[src/rtl/dmem_wb_bridge_pkg.sv]
// Shared configuration for the data-memory to Wishbone bridge:
// bus widths, FSM state encodings and the latched request record.
package dmem_wb_bridge_pkg;

  localparam int RW         = 16;
  localparam int ADDR_BYTES = 2;

  typedef enum logic [1:0] {
    DMEM_S_IDLE = 2'd0,
    DMEM_S_BUS  = 2'd1,
    DMEM_S_RESP = 2'd2
  } dmem_state_e;

  typedef struct packed {
    logic                  we;
    logic [RW-1:0]         addr;
    logic [RW-1:0]         data;
    logic [ADDR_BYTES-1:0] sel;
  } dmem_req_t;

endpackage

[src/rtl/dmem_wb_bridge.sv]
// Core data-memory req/ack handshake to a Wishbone classic master, one transaction at a time.
// Optional bus timeout enabled by defining DMEM_TIMEOUT_EN.
module dmem_wb_bridge
  import dmem_wb_bridge_pkg::*;
#(
  parameter int WB_AW     = 24,
  parameter int TIMEOUT_W = 8
) (
  input  logic                  i_clk,
  input  logic                  i_rst,
  input  logic                  i_mem_req,
  input  logic                  i_mem_we,
  input  logic [RW-1:0]         i_mem_addr,
  input  logic [RW-1:0]         i_mem_data,
  input  logic [ADDR_BYTES-1:0] i_mem_sel,
  input  logic                  i_c_data_page,
  input  logic [7:0]            i_page,
  output logic [RW-1:0]         o_mem_data,
  output logic                  o_mem_ack,
  output logic                  o_mem_exception,
  output logic                  wb_cyc,
  output logic                  wb_stb,
  output logic                  wb_we,
  output logic [WB_AW-1:0]      wb_adr,
  output logic [RW-1:0]         wb_dat_o,
  output logic [ADDR_BYTES-1:0] wb_sel,
  input  logic [RW-1:0]         wb_dat_i,
  input  logic                  wb_ack,
  input  logic                  wb_err
);

  localparam int PW = WB_AW - 17;

  dmem_state_e     state_q, state_d;
  dmem_req_t       req_q, req_d;
  logic [PW-1:0]   page_q, page_d;
  logic            abort_q, abort_d;
  logic [RW-1:0]   mem_data_q, mem_data_d;
  logic            mem_ack_q, mem_ack_d;
  logic            mem_exc_q, mem_exc_d;
  logic            term;
  logic            expire;

  // Page is zero-extended or truncated to fit the bits above the word address.
  logic [PW+7:0]   page_wide;
  logic [PW-1:0]   page_in;
  logic            unused_page_hi;
  assign page_wide      = {{PW{1'b0}}, i_page};
  assign page_in        = i_c_data_page ? page_wide[PW-1:0] : '0;
  assign unused_page_hi = ^page_wide[PW+7:PW];

  assign term = wb_ack | wb_err;

`ifdef DMEM_TIMEOUT_EN
  logic [TIMEOUT_W-1:0] cnt_q, cnt_d, cnt_inc;

  assign cnt_inc = cnt_q + 1'b1;
  // Fires in the BUS cycle where the running count reaches all-ones.
  assign expire  = (state_q == DMEM_S_BUS) && (&cnt_inc);

  always_comb begin
    cnt_d = cnt_q;
    if (state_q == DMEM_S_IDLE && i_mem_req) cnt_d = '0;
    else if (state_q == DMEM_S_BUS)          cnt_d = cnt_inc;
  end

  always_ff @(posedge i_clk or negedge i_rst) begin
    if (!i_rst) cnt_q <= '0;
    else        cnt_q <= cnt_d;
  end
`else
  logic unused_timeout_w;
  assign expire           = 1'b0;
  assign unused_timeout_w = (TIMEOUT_W > 0);
`endif

  // State register
  always_ff @(posedge i_clk or negedge i_rst) begin
    if (!i_rst) state_q <= DMEM_S_IDLE;
    else        state_q <= state_d;
  end

  // Next-state logic
  always_comb begin
    state_d = state_q;
    case (state_q)
      DMEM_S_IDLE: if (i_mem_req) state_d = DMEM_S_BUS;
      DMEM_S_BUS:  if (term || expire) state_d = DMEM_S_RESP;
      DMEM_S_RESP: state_d = DMEM_S_IDLE;
      default:     state_d = DMEM_S_IDLE;
    endcase
  end

  // Output / datapath logic
  always_comb begin
    req_d      = req_q;
    page_d     = page_q;
    abort_d    = abort_q;
    mem_data_d = mem_data_q;
    mem_ack_d  = 1'b0;
    mem_exc_d  = 1'b0;
    case (state_q)
      DMEM_S_IDLE: begin
        if (i_mem_req) begin
          req_d.we   = i_mem_we;
          req_d.addr = i_mem_addr;
          req_d.data = i_mem_data;
          req_d.sel  = i_mem_sel;
          page_d     = page_in;
          abort_d    = 1'b0;
        end
      end
      DMEM_S_BUS: begin
        if (!i_mem_req) abort_d = 1'b1;
        // A flushed request still finishes on the bus but is never acked.
        if ((term || expire) && !abort_q && i_mem_req) begin
          mem_ack_d  = 1'b1;
          mem_exc_d  = wb_err | ~wb_ack;
          mem_data_d = (wb_err || !wb_ack || req_q.we) ? '0 : wb_dat_i;
        end
      end
      default: ;
    endcase
  end

  always_ff @(posedge i_clk or negedge i_rst) begin
    if (!i_rst) begin
      req_q      <= '0;
      page_q     <= '0;
      abort_q    <= 1'b0;
      mem_data_q <= '0;
      mem_ack_q  <= 1'b0;
      mem_exc_q  <= 1'b0;
    end else begin
      req_q      <= req_d;
      page_q     <= page_d;
      abort_q    <= abort_d;
      mem_data_q <= mem_data_d;
      mem_ack_q  <= mem_ack_d;
      mem_exc_q  <= mem_exc_d;
    end
  end

  assign wb_cyc          = (state_q == DMEM_S_BUS);
  assign wb_stb          = (state_q == DMEM_S_BUS);
  assign wb_we           = req_q.we;
  assign wb_adr          = {page_q, req_q.addr, 1'b0};
  assign wb_dat_o        = req_q.data;
  assign wb_sel          = req_q.sel;
  assign o_mem_data      = mem_data_q;
  assign o_mem_ack       = mem_ack_q;
  assign o_mem_exception = mem_exc_q;

endmodule

[config.mk]
export PLATFORM = sky130hd
export DESIGN_NAME = dmem_wb_bridge
export DESIGN_NICKNAME = d
export VERILOG_FILES = /design/src/rtl/dmem_wb_bridge_pkg.sv /design/src/rtl/dmem_wb_bridge.sv
export SDC_FILE = /design/constraint.sdc
export NUM_CORES = 1
export LEC_CHECK = 0
export BUFFER_PORTS_ARGS = -buffer_cell sky130_fd_sc_hd__buf_4
export CAP_MARGIN = 20
export CORE_MARGIN = 2
export CORE_UTILIZATION = 46
export CTS_CLUSTER_DIAMETER = 60
export DETAILED_ROUTE_END_ITERATION = 7
export PLACE_DENSITY_LB_ADDON = 0.3
export REMOVE_ABC_BUFFERS = 1
export SETUP_SLACK_MARGIN = 0.05
export SLEW_MARGIN = 25
export SYNTH_ARGS = -nofsm -noshare
export SYNTH_HDL_FRONTEND = slang
export SYNTH_SLANG_ARGS = --single-unit
export TNS_END_PERCENT = 50
[constraint.sdc]
create_clock -name i_clk -period 1.8 [get_ports i_clk]
set_clock_uncertainty 0.15 [all_clocks]
set_input_delay 0.27 -clock i_clk [delete_from_list [all_inputs] [get_ports i_clk]]
set_output_delay 0.27 -clock i_clk [all_outputs]
set_load 0.02 [all_outputs]
# --- Word level (Yosys, flattened, before mapping) ---
# Index checks and enable logic that the tools add are counted.
word_totals:
  regBits: 63
  output_inout_bits: 63
op_classes:
  eq_ne: 4
  n_mux: 12
  bitwise: 3
  reduce_logical: 12
ops:
  columns: ["cell", "count"]
  rows:
  - ["two-way mux 16 bit", 1]
  - ["two-way mux 7 bit", 1]
  - ["two-way mux 1 bit", 6]
  - ["AND reduction 2 bit", 3]
  - ["two-way mux 2 bit", 2]
  - ["inequality test 2 bit (second input constant)", 2]
  - ["case mux 2 bit (2 select lines)", 1]
  - ["AND reduction 3 bit", 1]
  - ["equality test 2 x 1 -> 1 bit (second input constant)", 1]
  - ["logical AND 1 bit", 2]
  - ["zero test 1 bit", 2]
  - ["zero test 2 bit", 1]
  - ["logical OR 1 bit", 2]
  - ["inequality test 2 x 1 -> 1 bit (second input constant)", 1]
  - ["bitwise OR 1 bit", 2]
  - ["case mux 1 bit (2 select lines)", 1]
  - ["nonzero test 2 bit", 1]
  - ["NOT 1 bit", 1]

# --- Logic depth before layout (Yosys ltp) ---
# Gate-level depths: netlist of the first run.
depth:
  depth_word: 5
  mapped_depth: 5

# --- Least setup slack after synthesis of the first run ---
# OpenSTA, ideal clock, no wires.
synth_path:
  kind: "flip-flop to flip-flop"
  startpoint: "reg state_q[0]"
  endpoint: "reg req_q (netlist bit wb_adr[10])"
  arrival_ns: 1.348
  setup_slack_ns: 0.177
  stages_incl_launch_ff: 5
  synth_period_minus_slack_ns: 1.623
  path_cell_list: "dfrtp_1 > or3b_1 > buf_6 > buf_12 > mux2_4"
synth_via:
  elab_chain_cells: 2
synth_lines:
  columns: ["element", "line", "rtl"]
  rows:
  - ["from (decl)", "dmem_wb_bridge.sv:34", "dmem_state_e state_q, state_d;"]
  - ["from (signal assigned)", "dmem_wb_bridge.sv:80", "else state_q <= state_d;"]
  - ["zero test 2 bit", "dmem_wb_bridge.sv:102", "case (state_q)"]
  - ["AND reduction 2 bit (no line)", null, null]
  - ["to (signal assigned)", "dmem_wb_bridge.sv:135", "req_q <= req_d;"]
  - ["to (decl)", "dmem_wb_bridge.sv:35", "dmem_req_t req_q, req_d;"]
# Every way passes these cells.
# A chain may end at the register's enable or synchronous reset.

# --- Worst setup path in the final report of the first run ---
layout_path:
  startpoint: "reg state_q[1]"
  endpoint: "reg req_q (netlist bit wb_adr[13])"
# Same word-level chain as after synthesis.

==> flow_summary.toml, run 1 <==
[clock_tree]
clock_path_buffers = 2
cts_setup_buffers = 0
clk_latency_ns = 0.32
clkTransAtPathRegs_ns = 0.07
cts_tree = "built"
cts_buffers = 9
root_buffer = "clkbuf_8"
cts-htree-levels = 3
cts.sinks = 63

[power]
p_total_uw = 6010
p_leak_uw = 0.00205
powerDensity_nw_per_um2 = 1530
ir_worst_vdd_mv = 0.977

[worst_setup_path]
crit_path_end_kind = "register"
critPathLaunchType = "register"
crit_required_ns = 1.86
critical_path_class = "reg2reg"
r2r_end = "wb_adr[13]$_DFFE_PN0P_"
rr_worst_depth = 3
reg2reg_slack_ns = 0.16
cp_max_fo = 9
r2r-start = "state_q[1]$_DFFE_PN0P_"
cp.arrival_ns = 1.69

[timing]
fin_crit_sh_pct = 90.8
hold_violations = 0
max_freq_ghz = 0.612
finalSetupViolCount = 0
period_needed_ns = 1.64
slew_viol_final = 0
rsz0062_at_grt = "no"
whs_ns = 0.0244

[yosys]
yosys_warnings = 0
synth_area_um2 = 2690
ys_seq_area_share_pct = 58.6
yosys-top-cells-area = "dfrtp_1 59%, mux2_4 20%, mux2i_1 6.0%, nand2_1 4.3%, inv_1 2.6%"
synth_area_leader_cell = "dfrtp_1"
syn_inst = 194
synth_area_per_cell_um2 = 13.9
ys_seq_elements = 63
synth_top_area_share_pct = 58.6
netlist-cell-type-count = 17

[final_layout]
final_area_um2 = 3930
nNetsFinal = 395
n_antenna_cell = 0
drive_above_1_share_pct = 56.3
syn_to_final_growth_pct = 46.0

[worst_hold_path]
min_to = "wb_sel[0]$_DFFE_PN0P_"
min_path_type = "in2reg"
hp-start = "i_mem_sel[0]"
worstHoldPathCells = 2

[die]
die_y_um = 80.5
die_w_um = 80.5
die_area_um2 = 6480
top_level_ports = 128
fp-row-count = 27
start_util_pct = 48.3
core_um2 = 5570

[placement]
place_area_um2 = 3680
dp_hpwl_mm = 4.41
gp_congestion = 0.813
port_buffers = 125

[detailed_routing]
wl_mm = 5.91
via_count = 1914
first_pass_iters = 4
ant_nets = 0
drc = 0
drt_iter0_markers = 50
via_per_inst = 4.71
wl_per_cell_um = 14.5

[global_routing]
antenna_found_initial = 0
grt_pass1_vias = 1992
globalRouteOverflowTotal = 0
grt_max_degree = 42
grt_use_total_pct = 18.9
grt_pass1_wl_mm = 9.16

[run_status]
outcome = "completed"

[job]
drv_cap = 0
[layout make-up]
class,instances,area [um2]
clock buffers,11,151
clock inverters,4,45.0
fillers,415,1650
inverters,19,71.3
multi-input cells,101,926
flip-flops and latches,63,1580
well taps,72,90.1
repair buffers,136,1070
[registers in the layout, indices dropped and copies added (netlist names)]
name             flops
abort_q              1
o_mem_ack            1
o_mem_data          16
o_mem_exception      1
page_q               7
state_q              2
wb_adr              16
wb_dat_o            16
wb_sel               2
wb_we                1
[worst max-delay path: stages, from the launching register on]
cell and delay [ns]:
dfrtp_1 0.42, or3b_4 0.43, buf_4 0.21, mux2_4 0.31
[routing by layer]
| layer | global-route usage, % | wire, um | share of wire, % | vias to the layer above |
|---|---|---|---|---|
| met1 | 20.8 | 2230 | 38 | 929 |
| met2 | 33.2 | 3170 | 54 | 68 |
| met5 | 0 | 0 | 0 | - |
| met3 | 4.72 | 336 | 5.7 | 18 |
| met4 | 10.8 | 170 | 2.9 | 0 |
| li1 | - | - | - | 899 |
[where the power goes]
group | switching (uW) | internal [uW]
clock network | 492 | 700
logic | 1260 | 1320
registers | 302 | 1930
[kinds of logic (layout without fill, tap and decap cells)]
family                 Yosys count  count (layout)  share of synthesized area (%)
other                            1               1                          0.139
AND/OR/NAND/NOR                 39              39                           6.51
flip-flops                      63              63                           58.6
buffers and inverters           30             170                           7.35
multiplexers                    51              51                           25.5
AO/OA/AOI/OAI                   10              10                           1.95
[cells in the mapped netlist]
master and n:
mux2i_1 16, nor4_1 2, nand2b_4 1, or3b_1 1
dfrtp_1 63, buf_12 3, nand2_1 31, o21ai_0 9
nor3b_2 1, inv_1 19, buf_4 3, mux2_4 35
conb_1 1, nor2_1 3, o31ai_1 1, buf_6 3
buf_2 2
[worst max-delay path by stage]
stage / end / from
3_5_place_dp: wb_adr[10]$_DFFE_PN0P_ / state_q[1]$_DFFE_PN0P_
2_1_floorplan: o_mem_data[0]$_DFFE_PN0P_ / state_q[1]$_DFFE_PN0P_
3_3_place_gp: wb_adr[2]$_DFFE_PN0P_ / state_q[1]$_DFFE_PN0P_
5_1_grt: o_mem_data[11]$_DFFE_PN0P_ / state_q[1]$_DFFE_PN0P_
6_report: wb_adr[13]$_DFFE_PN0P_ / state_q[1]$_DFFE_PN0P_
4_1_cts: wb_dat_o[12]$_DFFE_PN0P_ / state_q[1]$_DFFE_PN0P_
[what timing repair did]
item	in CTS	in global routing
hold buffers	1	1
endpoints found under the setup margin	0	25
endpoints found under the hold margin	50	1
resized for setup	0	1
[through the flow]
step	std cells	worst slack (ns)	TNS [ns]	util, %
after CTS	404	0.0589	0	69.8
final	406	0.165	0	70.5
after global placement	388	0.111	0	66.1
after floorplan	183	-1.62	-55.57	-
after global routing	406	0.118	0	70.5
after detailed placement	388	0.0625	0	66.1
[cell usage in the layout (no fill, tap or decap)]
cell type / netlist / final
nand2_1: 31 / 31
inv_1: 19 / 19
or3b_4: 0 / 1
dfrtp_1: 63 / 63
nor4_1: 2 / 1
nor4_2: 0 / 1
nor2_1: 3 / 3
buf_12: 3 / 2
clkbuf_8: 0 / 11
o21ai_0: 9 / 9
bufinv_16: 0 / 1
buf_4: 3 / 131
nor3b_2: 1 / 1
mux2i_1: 16 / 16
clkinv_2: 0 / 3
dlygate4sd3_1: 0 / 2
nand2b_4: 1 / 1
o31ai_1: 1 / 1
mux2_4: 35 / 35
clkbuf_16: 0 / 1
conb_1: 1 / 1
Note: power is estimated with default switching activity, not from simulation.
==> run 2, diff against run 1 <==
--- a/config.mk
+++ b/config.mk
@@ -6,12 +6,13 @@
 export NUM_CORES = 1
 export LEC_CHECK = 0
 export BUFFER_PORTS_ARGS = -buffer_cell sky130_fd_sc_hd__buf_4
-export CAP_MARGIN = 20
+export CAP_MARGIN = 25
 export CORE_MARGIN = 2
 export CORE_UTILIZATION = 46
 export CTS_CLUSTER_DIAMETER = 60
 export DETAILED_ROUTE_END_ITERATION = 7
 export PLACE_DENSITY_LB_ADDON = 0.3
+export RECOVER_POWER = 25
 export REMOVE_ABC_BUFFERS = 1
 export SETUP_SLACK_MARGIN = 0.05
 export SLEW_MARGIN = 25
==> flow_summary.toml, run 2 (same netlist as run 1, synthesis figures left out) <==
[power]
ir_worst_vdd_mv = 0.977
p_leak_uw = 0.00204
clkPwrFrac_pct = 19.8
p_switching_uw = 2060
powerDensity_nw_per_um2 = 1540
swShare_pct = 34.2
p_int_uw = 3950
p_total_uw = 6010
sequentialPowerShare_pct = 37.2
combPwrFrac_pct = 43.0

[timing]
hold_violations = 0
setup-tns-final_ns = 0
slew_viol_final = 0
slew_headroom_pct = 64.5
whs_ns = 0.0244
finalSetupViolCount = 0
fin_crit_sh_pct = 90.6
period_needed_ns = 1.63
fin_ws_ns = 0.169
max_freq_ghz = 0.613
rsz0062_at_grt = "no"
max_slew.worst_pin.slew_ns = 0.533

[die]
die_w_um = 80.5
top_level_ports = 128
fp-row-count = 27
die_y_um = 80.5
core_um2 = 5570
die_area_um2 = 6480
start_util_pct = 48.3

[clock_tree]
cts_buffers = 9
cts-htree-levels = 3
cts.sinks = 63
cts_tree = "built"
clk_latency_ns = 0.32
clock_path_buffers = 2
root_buffer = "clkbuf_8"
clkTransAtPathRegs_ns = 0.07

[placement]
gp_congestion = 0.813
port_buffers = 125
dp_cells = 388
post-place-ws_ns = 0.0625
dp_hpwl_mm = 4.41

[final_layout]
final_cell_mix = "130 x buf_4, 63 x dfrtp_1, 35 x mux2_4"
instances_no_fill = 406
drive_above_1_share_pct = 56.3
nNetsFinal = 395
syn_to_final_growth_pct = 45.4
n_antenna_cell = 0
final_common_cell = "buf_4"

[worst_setup_path]
crit_path_end_kind = "register"
path_cells = "or3b_4, buf_4, mux2_4"
crit_required_ns = 1.86
crit_family = "simple AND/OR/NAND/NOR gates"
cp_max_fo = 9
critical_path_class = "reg2reg"
timing.critical_path.buf_inv = 1
critPathLaunchType = "register"
cpPeakStageDelay_ns = 0.43
critPathSlowestCell = "or3b_4"
cp.arrival_ns = 1.69

[global_routing]
grt_pass1_vias = 1992
grt_max_degree = 42
grt_use_total_pct = 18.9
antenna_found_initial = 0
globalRouteOverflowTotal = 0
grt_pass1_wl_mm = 9.16

[job]
drv_cap = 0

[run_status]
outcome = "completed"

[detailed_routing]
first_pass_iters = 4
via_per_inst = 4.70
wl_per_cell_um = 14.5
drt_iter0_markers = 60
via_count = 1910
drc = 0
wl_mm = 5.90
ant_nets = 0

[worst_hold_path]
min_path_type = "in2reg"
==> run 2: cell types whose count changed in the layout (fill, tap and decap cells not counted) <==
cell / previous run / this run
clkbuf_2: 0 / 1
buf_12: 2 / 1
buf_4: 131 / 130
clkbuf_4: 0 / 1
==> run 2: worst paths after layout <==
kind,cells after the start,startpoint,endpoint,slack (ns)
setup / recovery,3,state_q[1]$_DFFE_PN0P_,wb_adr[13]$_DFFE_PN0P_,0.17
hold / removal,2,i_mem_sel[0],wb_sel[0]$_DFFE_PN0P_,0.02
setup reg to reg,3,state_q[1]$_DFFE_PN0P_,wb_adr[13]$_DFFE_PN0P_,0.17
hold reg to reg,2,page_q[6]$_DFFE_PN0P_,page_q[6]$_DFFE_PN0P_,0.34
max in group asynchronous,3,i_rst,wb_adr[15]$_DFFE_PN0P_,0.35
min in group asynchronous,2,i_rst,wb_dat_o[9]$_DFFE_PN0P_,0.32
==> run 2: layer usage <==
| metal | track usage [%] | routed length, um |
|---|---|---|
| met4 | 10.8 | 189 |
| met1 | 20.8 | 2220 |
| met5 | 0 | 0 |
| met2 | 33.2 | 3150 |
| met3 | 4.72 | 338 |
==> run 2: per-stage QoR <==
stage                     utilization, %  area, um2
after floorplan                        -       2560
after global placement              66.1       3680
after detailed placement            66.1       3680
after CTS                           69.8       3890
after global routing                70.2       3910
final                               70.2       3910
==> run 2: layout make-up <==
type / instances / area (um2)
tap: 72 / 90.1
timing repair buffer: 136 / 1050
fill: 418 / 1660
inverter: 19 / 71.3
multi-input combinational: 101 / 926
sequential: 63 / 1580
clock buffer: 11 / 151
clock inverter: 4 / 45.0
==> run 2: timing repair <==
item                       in CTS  in global routing
hold buffers                    1                  1
setup buffers                   0                  0
resized for setup               0                  1
setup endpoints to repair       0                 25
hold endpoints to repair       50                  1
==> run 2: power groups by stage <==
stage                     logic, uW  clock network, uW  registers (uW)
final                          2580               1190            2230
after floorplan                 823                  0            2850
after global routing           2730               1310            2300
after CTS                      2590               1220            2240
after detailed placement       2580                  0            2250
after global placement         2530                  0            2230
==> run 3, diff against run 2 <==
--- a/config.mk
+++ b/config.mk
@@ -8,14 +8,14 @@
 export BUFFER_PORTS_ARGS = -buffer_cell sky130_fd_sc_hd__buf_4
 export CAP_MARGIN = 25
 export CORE_MARGIN = 2
-export CORE_UTILIZATION = 46
+export CORE_UTILIZATION = 50
 export CTS_CLUSTER_DIAMETER = 60
 export DETAILED_ROUTE_END_ITERATION = 7
 export PLACE_DENSITY_LB_ADDON = 0.3
 export RECOVER_POWER = 25
 export REMOVE_ABC_BUFFERS = 1
 export SETUP_SLACK_MARGIN = 0.05
-export SLEW_MARGIN = 25
+export SLEW_MARGIN = 20
 export SYNTH_ARGS = -nofsm -noshare
 export SYNTH_HDL_FRONTEND = slang
 export SYNTH_SLANG_ARGS = --single-unit
==> constraint.sdc (replaced) <==
create_clock -name i_clk -period 1.95 [get_ports i_clk]
set_clock_uncertainty 0.15 [all_clocks]
set_input_delay 0.2925 -clock i_clk [delete_from_list [all_inputs] [get_ports i_clk]]
set_output_delay 0.2925 -clock i_clk [all_outputs]
set_load 0.02 [all_outputs]
==> flow_summary.toml, run 3 (same netlist as run 1, synthesis figures left out) <==
[timing]
slew_viol_final = 0
rsz0062_at_grt = "no"
finalSetupViolCount = 0
slew_headroom_pct = 39.8
hold_violations = 0
period_needed_ns = 1.74
max_slew.worst_pin.slew_ns = 0.903
fin_crit_sh_pct = 89.4
max_freq_ghz = 0.574
fin_ws_ns = 0.206

[placement]
post-place-ws_ns = 0.191
dp_hpwl_mm = 4.15
port_buffers = 125
gp_congestion = 0.802

[worst_setup_path]
crit_path_end_kind = "register"
reg2reg_slack_ns = 0.21
critical_path_class = "reg2reg"
rr_worst_depth = 3
crit_required_ns = 2.00
r2r-start = "state_q[0]$_DFFE_PN0P_"
cp.arrival_ns = 1.80
critPathLaunchType = "register"
cp_max_fo = 45
r2r_end = "wb_dat_o[9]$_DFFE_PN0P_"

[die]
die_area_um2 = 5990
fp-row-count = 26
top_level_ports = 128
die_w_um = 77.4
die_y_um = 77.4
start_util_pct = 52.4
core_um2 = 5140

[clock_tree]
clock_path_buffers = 2
clk_latency_ns = 0.32
cts_tree = "built"
cts-htree-levels = 3
cts_setup_buffers = 0
cts_buffers = 9
clkTransAtPathRegs_ns = 0.06
cts.sinks = 63
cts_resized = 0
root_buffer = "clkbuf_8"

[final_layout]
final_common_cell = "buf_4"
n_antenna_cell = 0
final_cell_mix = "126 x buf_4, 63 x dfrtp_1, 35 x mux2_4"
nNetsFinal = 390
num-fill-cells = 357
utilization_pct = 75.4
multi_input_area_um2 = 916
syn_to_final_growth_pct = 44.1
seq_area_um2 = 1580
drive_above_1_share_pct = 54.8

[worst_hold_path]
worstHoldPathCells = 2
min_path_type = "in2reg"
min_to = "state_q[0]$_DFFE_PN0P_"
hp-start = "wb_ack"

[detailed_routing]
ant_nets = 0
drc = 0
wl_mm = 5.68
via_count = 1854
drt_iter0_markers = 89
via_per_inst = 4.64
wl_per_cell_um = 14.2
first_pass_iters = 4

[global_routing]
grt_pass1_wl_mm = 9.16
grt_use_total_pct = 19.9
grt_max_degree = 46
antenna_found_initial = 0
grt_pass1_vias = 1898
globalRouteOverflowTotal = 0

[run_status]
outcome = "completed"

[job]
drv_cap = 0

[power]
p_total_uw = 5600
ir_worst_vdd_mv = 0.763
p_leak_uw = 0.00201
powerDensity_nw_per_um2 = 1440
## run 3: cell types whose count changed in the layout (fill, tap and decap cells not counted), moves of 2 or more
| cell | change |
|---|---|
| buf_4 | -4 |
| clkbuf_1 | +3 |
| buf_12 | +2 |
| clkbuf_8 | -2 |
## run 3: how the worst max path moves through the flow
stage | startpoint | end | cells after the start
finish | state_q[0]$_DFFE_PN0P_ | wb_dat_o[9]$_DFFE_PN0P_ | 3
global route | state_q[0]$_DFFE_PN0P_ | wb_adr[6]$_DFFE_PN0P_ | 3
CTS | state_q[0]$_DFFE_PN0P_ | wb_adr[13]$_DFFE_PN0P_ | 3
detailed placement | state_q[0]$_DFFE_PN0P_ | wb_sel[0]$_DFFE_PN0P_ | 3
global placement | state_q[0]$_DFFE_PN0P_ | wb_adr[9]$_DFFE_PN0P_ | 3
floorplan | state_q[1]$_DFFE_PN0P_ | o_mem_data[0]$_DFFE_PN0P_ | 3
## run 3: report_power, final
group / switching [uW] / internal, uW / leakage, uW
combinational: 1150 / 1190 / 0.00113
sequential: 285 / 1780 / 0.000776
clock: 469 / 717 / 0.000104
total: 1900 / 3690 / 0.00201
## run 3: worst max-delay path: stages, from the launching register on
cell and delay [ns]:
dfrtp_1 0.39, or3b_2 0.52, buf_12 0.21, mux2_4 0.32
## run 3: layout make-up
cell class	instances	area share [%]
Clock buffer	12	3.49
Clock inverter	4	1.81
Inverter	19	1.84
Multi-Input combinational cell	101	23.6
Sequential cell	63	40.7
Tap cell	70	2.26
Timing Repair Buffer	131	26.3
## run 3: metal layers
layer | GRT usage (%) | up-vias | share of wire [%]
met4 | 11.8 | 0 | 2.4
met3 | 4.65 | 11 | 5.0
met5 | 0 | - | 0
met1 | 24.7 | 886 | 40
li1 | - | 891 | -
met2 | 31.9 | 66 | 52
## run 3: repair_timing
action,4_1_cts,5_1_grt
endpoints found under the hold margin,36,0
hold buffers,1,0
setup endpoints to repair,0,0
## run 3: through the flow
| stage | cell area (um2) | cells | hold slack [ns] | TNS (ns) |
|---|---|---|---|---|
| floorplan | 2560 | 183 | -0.153 | -46.57 |
| global placement | 3670 | 383 | 0.136 | 0 |
| detailed placement | 3670 | 383 | 0.136 | 0 |
| CTS | 3890 | 400 | 0.0155 | 0 |
| global route | 3880 | 400 | 0.0213 | 0 |
| finish | 3880 | 400 | 0.0388 | 0 |
